**src/rtl/arp_tbl_access_arbiter.sv**
```systemverilog
// Round-robin arbiter that shares the ARP-table access port between the host
// register interface (client 0) and the ARP-learning engine (client 1). Only one
// table transaction is in flight at a time. Each transaction has an ack timeout
// that completes it with an error flag.
module arp_tbl_access_arbiter #(
    parameter int unsigned DATA_WIDTH     = 96,
    parameter int unsigned ADDR_WIDTH     = 5,
    parameter int unsigned TIMEOUT_CYCLES = 16,
    parameter int unsigned COUNT_WIDTH    = 32
) (
    input  logic                   AXI_ACLK,
    input  logic                   reset,
    input  logic                   c0_req,
    input  logic                   c0_wr,
    input  logic [ADDR_WIDTH-1:0]  c0_addr,
    input  logic [DATA_WIDTH-1:0]  c0_wdata,
    output logic                   c0_ack,
    output logic                   c0_err,
    output logic [DATA_WIDTH-1:0]  c0_rdata,
    input  logic                   c1_req,
    input  logic                   c1_wr,
    input  logic [ADDR_WIDTH-1:0]  c1_addr,
    input  logic [DATA_WIDTH-1:0]  c1_wdata,
    output logic                   c1_ack,
    output logic                   c1_err,
    output logic [DATA_WIDTH-1:0]  c1_rdata,
    output logic                   tbl_rd_req,
    output logic                   tbl_wr_req,
    output logic [ADDR_WIDTH-1:0]  tbl_rd_addr,
    output logic [ADDR_WIDTH-1:0]  tbl_wr_addr,
    output logic [DATA_WIDTH-1:0]  tbl_wr_data,
    input  logic [DATA_WIDTH-1:0]  tbl_rd_data,
    input  logic                   tbl_rd_ack,
    input  logic                   tbl_wr_ack,
    output logic                   busy,
    output logic [COUNT_WIDTH-1:0] timeout_count
);

    localparam int unsigned WAIT_CNT_W = (TIMEOUT_CYCLES > 2) ? $clog2(TIMEOUT_CYCLES) : 1;
    localparam logic [WAIT_CNT_W-1:0] WAIT_LAST = WAIT_CNT_W'(TIMEOUT_CYCLES - 1);

    typedef enum logic [1:0] {
        S_IDLE  = 2'd0,
        S_ISSUE = 2'd1,
        S_WAIT  = 2'd2,
        S_DONE  = 2'd3
    } state_t;

    state_t                 state_q, state_d;
    logic                   last_grant_q, last_grant_d;
    logic                   gnt_q, gnt_d;
    logic                   wr_q, wr_d;
    logic [WAIT_CNT_W-1:0]  wait_cnt_q, wait_cnt_d;
    logic                   tbl_rd_req_q, tbl_rd_req_d;
    logic                   tbl_wr_req_q, tbl_wr_req_d;
    logic [ADDR_WIDTH-1:0]  tbl_addr_q, tbl_addr_d;
    logic [DATA_WIDTH-1:0]  tbl_wr_data_q, tbl_wr_data_d;
    logic                   c0_ack_q, c0_ack_d;
    logic                   c0_err_q, c0_err_d;
    logic [DATA_WIDTH-1:0]  c0_rdata_q, c0_rdata_d;
    logic                   c1_ack_q, c1_ack_d;
    logic                   c1_err_q, c1_err_d;
    logic [DATA_WIDTH-1:0]  c1_rdata_q, c1_rdata_d;
    logic                   busy_q, busy_d;
    logic [COUNT_WIDTH-1:0] timeout_count_q, timeout_count_d;

    // Completion bundle produced in WAIT, steered to the granted client
    logic                   fin_en;
    logic                   fin_err;
    logic [DATA_WIDTH-1:0]  fin_rdata;

    // Arbitration choice: a tie goes to the client that was not served last
    logic                   sel_gnt_c;
    logic                   ack_hit_c;

    assign sel_gnt_c = (c0_req && c1_req) ? ~last_grant_q : c1_req;
    assign ack_hit_c = wr_q ? tbl_wr_ack : tbl_rd_ack;

    // Next-state and registered-output computation
    always_comb begin
        state_d         = state_q;
        last_grant_d    = last_grant_q;
        gnt_d           = gnt_q;
        wr_d            = wr_q;
        wait_cnt_d      = wait_cnt_q;
        tbl_rd_req_d    = 1'b0;
        tbl_wr_req_d    = 1'b0;
        tbl_addr_d      = tbl_addr_q;
        tbl_wr_data_d   = tbl_wr_data_q;
        c0_ack_d        = 1'b0;
        c0_err_d        = c0_err_q;
        c0_rdata_d      = c0_rdata_q;
        c1_ack_d        = 1'b0;
        c1_err_d        = c1_err_q;
        c1_rdata_d      = c1_rdata_q;
        timeout_count_d = timeout_count_q;
        fin_en          = 1'b0;
        fin_err         = 1'b0;
        fin_rdata       = '0;

        unique case (state_q)
            S_IDLE: begin
                if (c0_req || c1_req) begin
                    gnt_d         = sel_gnt_c;
                    wr_d          = sel_gnt_c ? c1_wr : c0_wr;
                    tbl_addr_d    = sel_gnt_c ? c1_addr : c0_addr;
                    tbl_wr_data_d = sel_gnt_c ? c1_wdata : c0_wdata;
                    tbl_wr_req_d  = wr_d;
                    tbl_rd_req_d  = ~wr_d;
                    state_d       = S_ISSUE;
                end
            end
            S_ISSUE: begin
                wait_cnt_d = '0;
                state_d    = S_WAIT;
            end
            S_WAIT: begin
                if (ack_hit_c) begin
                    fin_en    = 1'b1;
                    fin_err   = 1'b0;
                    fin_rdata = wr_q ? (gnt_q ? c1_rdata_q : c0_rdata_q) : tbl_rd_data;
                end else if (wait_cnt_q == WAIT_LAST) begin
                    fin_en    = 1'b1;
                    fin_err   = 1'b1;
                    fin_rdata = '0;
                    if (timeout_count_q != {COUNT_WIDTH{1'b1}}) begin
                        timeout_count_d = timeout_count_q + COUNT_WIDTH'(1);
                    end
                end else begin
                    wait_cnt_d = wait_cnt_q + WAIT_CNT_W'(1);
                end
                if (fin_en) begin
                    state_d = S_DONE;
                    if (gnt_q) begin
                        c1_ack_d   = 1'b1;
                        c1_err_d   = fin_err;
                        c1_rdata_d = fin_rdata;
                    end else begin
                        c0_ack_d   = 1'b1;
                        c0_err_d   = fin_err;
                        c0_rdata_d = fin_rdata;
                    end
                end
            end
            S_DONE: begin
                last_grant_d = gnt_q;
                state_d      = S_IDLE;
            end
            default: begin
                state_d = S_IDLE;
            end
        endcase

        busy_d = (state_d != S_IDLE);
    end

    // State and output registers with synchronous reset
    always_ff @(posedge AXI_ACLK) begin
        if (reset) begin
            state_q         <= S_IDLE;
            last_grant_q    <= 1'b1;
            gnt_q           <= 1'b0;
            wr_q            <= 1'b0;
            wait_cnt_q      <= '0;
            tbl_rd_req_q    <= 1'b0;
            tbl_wr_req_q    <= 1'b0;
            tbl_addr_q      <= '0;
            tbl_wr_data_q   <= '0;
            c0_ack_q        <= 1'b0;
            c0_err_q        <= 1'b0;
            c0_rdata_q      <= '0;
            c1_ack_q        <= 1'b0;
            c1_err_q        <= 1'b0;
            c1_rdata_q      <= '0;
            busy_q          <= 1'b0;
            timeout_count_q <= '0;
        end else begin
            state_q         <= state_d;
            last_grant_q    <= last_grant_d;
            gnt_q           <= gnt_d;
            wr_q            <= wr_d;
            wait_cnt_q      <= wait_cnt_d;
            tbl_rd_req_q    <= tbl_rd_req_d;
            tbl_wr_req_q    <= tbl_wr_req_d;
            tbl_addr_q      <= tbl_addr_d;
            tbl_wr_data_q   <= tbl_wr_data_d;
            c0_ack_q        <= c0_ack_d;
            c0_err_q        <= c0_err_d;
            c0_rdata_q      <= c0_rdata_d;
            c1_ack_q        <= c1_ack_d;
            c1_err_q        <= c1_err_d;
            c1_rdata_q      <= c1_rdata_d;
            busy_q          <= busy_d;
            timeout_count_q <= timeout_count_d;
        end
    end

    assign c0_ack        = c0_ack_q;
    assign c0_err        = c0_err_q;
    assign c0_rdata      = c0_rdata_q;
    assign c1_ack        = c1_ack_q;
    assign c1_err        = c1_err_q;
    assign c1_rdata      = c1_rdata_q;
    assign tbl_rd_req    = tbl_rd_req_q;
    assign tbl_wr_req    = tbl_wr_req_q;
    assign tbl_rd_addr   = tbl_addr_q;
    assign tbl_wr_addr   = tbl_addr_q;
    assign tbl_wr_data   = tbl_wr_data_q;
    assign busy          = busy_q;
    assign timeout_count = timeout_count_q;

endmodule
```
**config.mk**
```make
export PLATFORM = sky130hd
export DESIGN_NAME = arp_tbl_access_arbiter
export DESIGN_NICKNAME = d
export VERILOG_FILES = /design/src/rtl/arp_tbl_access_arbiter.sv
export SDC_FILE = /design/constraint.sdc
export NUM_CORES = 1
export LEC_CHECK = 0
export CAP_MARGIN = 20
export CORE_AREA = 2 2 252 254
export CTS_BUF_LIST = sky130_fd_sc_hd__clkbuf_16
export CTS_CLUSTER_DIAMETER = 50
export CTS_CLUSTER_SIZE = 24
export DETAILED_ROUTE_END_ITERATION = 16
export DIE_AREA = 0 0 254 256
export PLACE_DENSITY_LB_ADDON = 0.12
export SETUP_SLACK_MARGIN = 0.2
export SYNTH_ARGS = -nofsm -noshare
export SYNTH_HDL_FRONTEND = slang
export SYNTH_SLANG_ARGS = --single-unit
```
**constraint.sdc**
```tcl
create_clock -name AXI_ACLK -period 2.35 [get_ports AXI_ACLK]
set_input_delay 0.235 -clock AXI_ACLK [delete_from_list [all_inputs] [get_ports AXI_ACLK]]
set_output_delay 0.235 -clock AXI_ACLK [all_outputs]
set_load 0.03 [all_outputs]
```
== After elaboration in Yosys (flattened, before gate mapping) ==
Index checks and enable logic that the tools add are counted.

* Input port bits: 306
* Register bits: 341

* Reductions and logical operators: 12
* Add/subtract/negate cells: 2
* Multiplexer cells: 20
* Eq/ne operators: 7
* Bitwise logic cells: 8

{| class="wikitable"
|+ Operator list
! cell !! count
|-
| two-way mux 96 bit || 4
|-
| adder 32 x 1 -> 32 bit (second input constant) || 1
|-
| inequality test 32 bit (second input constant) || 1
|-
| two-way mux 1 bit || 9
|-
| AND reduction 3 bit || 3
|-
| two-way mux 4 bit || 2
|-
| NOT 1 bit || 8
|-
| one-hot mux 2 bit (4 select lines) || 1
|-
| one-hot mux 4 bit (2 select lines) || 1
|-
| OR reduction 3 bit || 2
|-
| two-way mux 5 bit || 1
|-
| adder 4 x 1 -> 4 bit (second input constant) || 1
|-
| == test 2 bit (second input constant) || 2
|-
| == test 4 bit (second input constant) || 1
|-
| two-way mux 2 bit || 2
|-
| inequality test 2 bit (second input constant) || 2
|-
| AND reduction 4 bit || 1
|-
| nonzero test 2 bit || 2
|-
| == test 2 x 1 -> 1 bit (second input constant) || 1
|-
| zero test 2 bit || 1
|-
| AND reduction 2 bit || 1
|-
| logical AND 1 bit || 1
|-
| logical OR 1 bit || 1
|}

== Longest topological paths before layout ==
* Word-level depth: 7
* Gate-level depth with buffers: 9

== Worst setup path before layout ==
Ideal clock, no wire load.

* Kind: register -> register
* Start point: reg timeout_count_q[0] (netlist: timeout_count[0])
* End point: reg timeout_count_q[14] (netlist: timeout_count[14])
* Clock period less this slack: 2.439 ns
* Buffers on the path: 1
* Slack: -0.089 ns
* Data required time: 2.280 ns
* Stages on the path, launching flop included: 8
* Arrival time: 2.369 ns
* Setup time: 0.070 ns
* Cell sequence: dfxtp_1 -> ha_1 -> clkbuf_1 -> nand3_1 -> or2_0 -> or3_1 -> or4_1 -> a21oi_1

* Longest elaborated chain between the ends: 2

{| class="wikitable"
|+ RTL lines
! what !! RTL line !! text
|-
| start: declaration || 65 || <nowiki>logic [COUNT_WIDTH-1:0] timeout_count_q, timeout_count_d;</nowiki>
|-
| start signal: assignment || 194 || <nowiki>timeout_count_q <= timeout_count_d;</nowiki>
|-
| branches (longest 2 deep; another with adder 32 x 1 -> 32 bit) || n/a ||
|}

Several ways; the timed one is not identified.
A chain may end at the register's enable or synchronous reset.

== Final worst setup path ==
Same ends and word-level chain as after synthesis.

==> summary.md <==
| Metric | Value |
|---|---|
| Nets | `2,639` |
| Syn. warnings | `0` |
| Initial DRC count | `714` |
| Grt total ovfl | `0` |
| #FFs+latches synth | `341` |
| Gate power share | `39.8%` |
| Final worst slack | `0.258 ns` |
| Synthesized cell area | `0.0150 mm2` |
| Port-buffer cells | `642` |
| Via density | `4.67` |
| Gpl congestion | `0.814` |
| Num Clock Sinks | `341` |
| Max-cap violation count | `0` |
| Synth Instances | `1,705` |
| Initial antenna violation count | `4` |
| Final hold vios | `0` |
| Startpoint Class | `register` |
| Die ar. | `0.0650 mm2` |
| Yosys top cell area share | `45.6%` |
| First-pass iteration count of the detailed router | `5` |
| Post-Route WL | `63,100 um` |
| H-tree depth | `2` |
| P_sw | `9.59 mW` |
| Max Clock Freq | `0.478 GHz` |
| Fill cell count | `6,259` |
| Crit path DAT | `2.58 ns` |
| Post-Syn Nets | `2,018` |
| CTS tree | `done` |
| Period utilization | `89.0%` |
| FP Rows | `92` |
| Switch share | `38.2%` |
| Worst Setup Path Type | `register to register` |
| CP Max Fanout | `6` |
| DIE HEIGHT | `256 um` |
| Clock Skews | `0.0202 ns` |
| CTS Buf Count | `48` |
| First-pass GRT wire length | `93,900 um` |
| Diode count | `0` |
| Seq pwr share | `31.0%` |
| P_int | `15.5 mW` |
| Via count | `15,000` |
| Syn Area/Cell | `8.78 um2` |
| Sequential share of the synthesized area | `45.6%` |
| Layout cell share with drive strength beyond 1 | `9.06%` |
| Final setup viols | `0` |
| Pwr/cell area | `1020 mW/mm2` |
| Area leader, netlist | `dfxtp_1` |
| Primary FF master, synth | `dfxtp_1` |
| Synth async-reset ratio | `0%` |
| Post-route DRC | `0` |
| Netlist cell types | `44` |
| Slew margin rel. | `55.0%` |
| Vias in the first global route | `14,800` |
| Worst Path Required | `2.84 ns` |
| Gr usage total | `18.8%` |
| Largest net degree at the start of global routing | `109` |
| Worst VDD drop | `0.495 mV` |
| Wirelength per Cell | `19.7 um` |
| Reg clk slew, reported paths | `0.05 ns` |
| Clk network pwr share | `29.2%` |
| HPWL after DPL | `47,200 um` |
| Worst setup EP type | `register` |
| Status | `complete, no violations` |
| DRT antenna net count | `0` |
| DP Worst Slack | `-0.206 ns` |
| Most numerous cell in the Yosys netlist | `nor2_1` |
| RSZ-0062 raised after global routing | `yes` |
| Lkg Pwr | `8.10 nW` |
| Max-slew violations | `0` |
| Clock Tree Root | `clkbuf_16` |
| Die W | `254 um` |
| Layout Utilization | `39.4%` |
| Worst-Margin Slew | `0.673 ns` |
| Worst min path class | `input pin to register` |
| Core box area | `0.0624 mm2` |
| Fin crit period | `2.09 ns` |
| Max Root-Sink Buffers | `3` |
| Initial Util | `24.0%` |
| Synth cell count leaders | `nor2_1, dfxtp_1, a211oi_1` |
| Top cells by area, synth | `dfxtp_1, a211oi_1, mux2i_1, nor2_1, a21oi_1` |
| Num ports | `643` |
| Synthesis-to-layout area growth | `64.0%` |
| Worst-Skew Late Latency | `0.57 ns` |
| Post-synth EDFFs | `0` |
==> layer usage <==
layer / part of all wire (%) / GRT usage [%] / vias up / wire length, um
li1: - / - / 7433 / -
met1: 40 / 21.8 / 6988 / 25300
met2: 52 / 34.4 / 481 / 32700
met3: 6.4 / 4.62 / 75 / 4070
met4: 1.6 / 3.86 / 8 / 1000
met5: 0.090 / 0 / - / 57
==> sequential cells by signal (all words and copies together), names as in the netlist, 2 cells and up <==
name and count:
wait_cnt_q 4, timeout_count 32, state_q 2, c1_rdata 96
c0_rdata 96, tbl_rd_addr 5, tbl_wr_data 96
==> cells by family after synthesis <==
logic type	Yosys count	synth area share (%)
AOI/OAI and AO/OA	457	20.7
buffers and inverters	166	4.36
DFF	341	45.6
muxes	204	13.7
xor gates and xnor gates	8	0.468
adders and majority gates	7	0.585
and+or+nand+nor	522	14.6
==> timing repair <==
| item | in CTS | in global routing |
|---|---|---|
| pin swaps | 0 | 6 |
| setup buffers | 0 | 5 |
| setup endpoints to repair | 100 | 80 |
| hold buffers | 0 | 0 |
| resized for setup | 5 | 22 |
==> final timing paths <==
check,startpoint,endpoint,slack [ns],depth (start not counted)
min reg2reg,c1_err,c1_err,0.47,2
max reg2reg,timeout_count[0],timeout_count[14],0.26,6
min,reset,timeout_count[23],0.13,2
max,timeout_count[0],timeout_count[14],0.26,6
==> cell usage in the layout (no fill, tap or decap), types with 3 or more instances in the layout <==
cell type / instances
or4_1: 11
clkinv_4: 3
nor2_1: 414
nand2_1: 27
o21ai_0: 15
a211oi_1: 294
and3_1: 4
dfxtp_4: 8
or4_4: 3
clkbuf_16: 49
or3_1: 11
clkinvlp_4: 7
and4_1: 4
xnor2_1: 7
clkdlybuf4s50_1: 640
dfxtp_1: 320
dfxtp_2: 13
nand4_1: 10
o31ai_1: 8
inv_1: 14
ha_1: 5
buf_12: 23
a31oi_1: 3
nor3_2: 3
nor3_1: 11
a21oi_1: 119
bufinv_16: 6
buf_4: 63
nand3_1: 9
clkinv_2: 6
clkinv_1: 6
o211ai_1: 3
mux2i_1: 200
==> cell type report <==
cell class                      count  area, um2  share of cell area [%]
Timing Repair Buffer              727       7350                    30.0
Sequential cell                   341       6870                    28.0
Tap cell                          846       1060                    4.31
Inverter                           10       37.5                   0.153
Clock buffer                       49       1230                    4.99
Clock inverter                     37        370                    1.51
Multi-Input combinational cell   1198       7630                    31.1
==> worst max-delay path, stage by stage, from the launching register on <==
cell and delay [ns]:
dfxtp_4 0.37, ha_1 0.17, nand3_1 0.10, or2_0 0.31, or3_1 0.42, or4_1 0.48
a21oi_1 0.16
==> stage by stage <==
step | setup TNS (ns) | instances | total power [mW] | instance area [um2] | hold WS, ns
global route | 0 | 3208 | 26.4 | 24600 | 0.132
detailed placement | -16.65 | 3117 | 18.0 | 22800 | 0.461
global placement | -14.02 | 3117 | 17.9 | 22800 | 0.454
finish | 0 | 3208 | 25.1 | 24600 | 0.125
CTS | 0 | 3203 | 25.5 | 24400 | 0.0849
floorplan | 0 | 1705 | 13.4 | 15000 | 0.442
==> power by group through the flow <==
| stage | logic [mW] | clock network, mW | registers (mW) |
|---|---|---|---|
| floorplan | 3.43 | 0 | 9.94 |
| global placement | 10.1 | 0 | 7.84 |
| detailed placement | 10.1 | 0 | 7.89 |
| CTS | 10.1 | 7.55 | 7.79 |
| global route | 10.7 | 7.77 | 7.95 |
| finish | 9.99 | 7.31 | 7.78 |
Power figures use the tool's default switching activity.
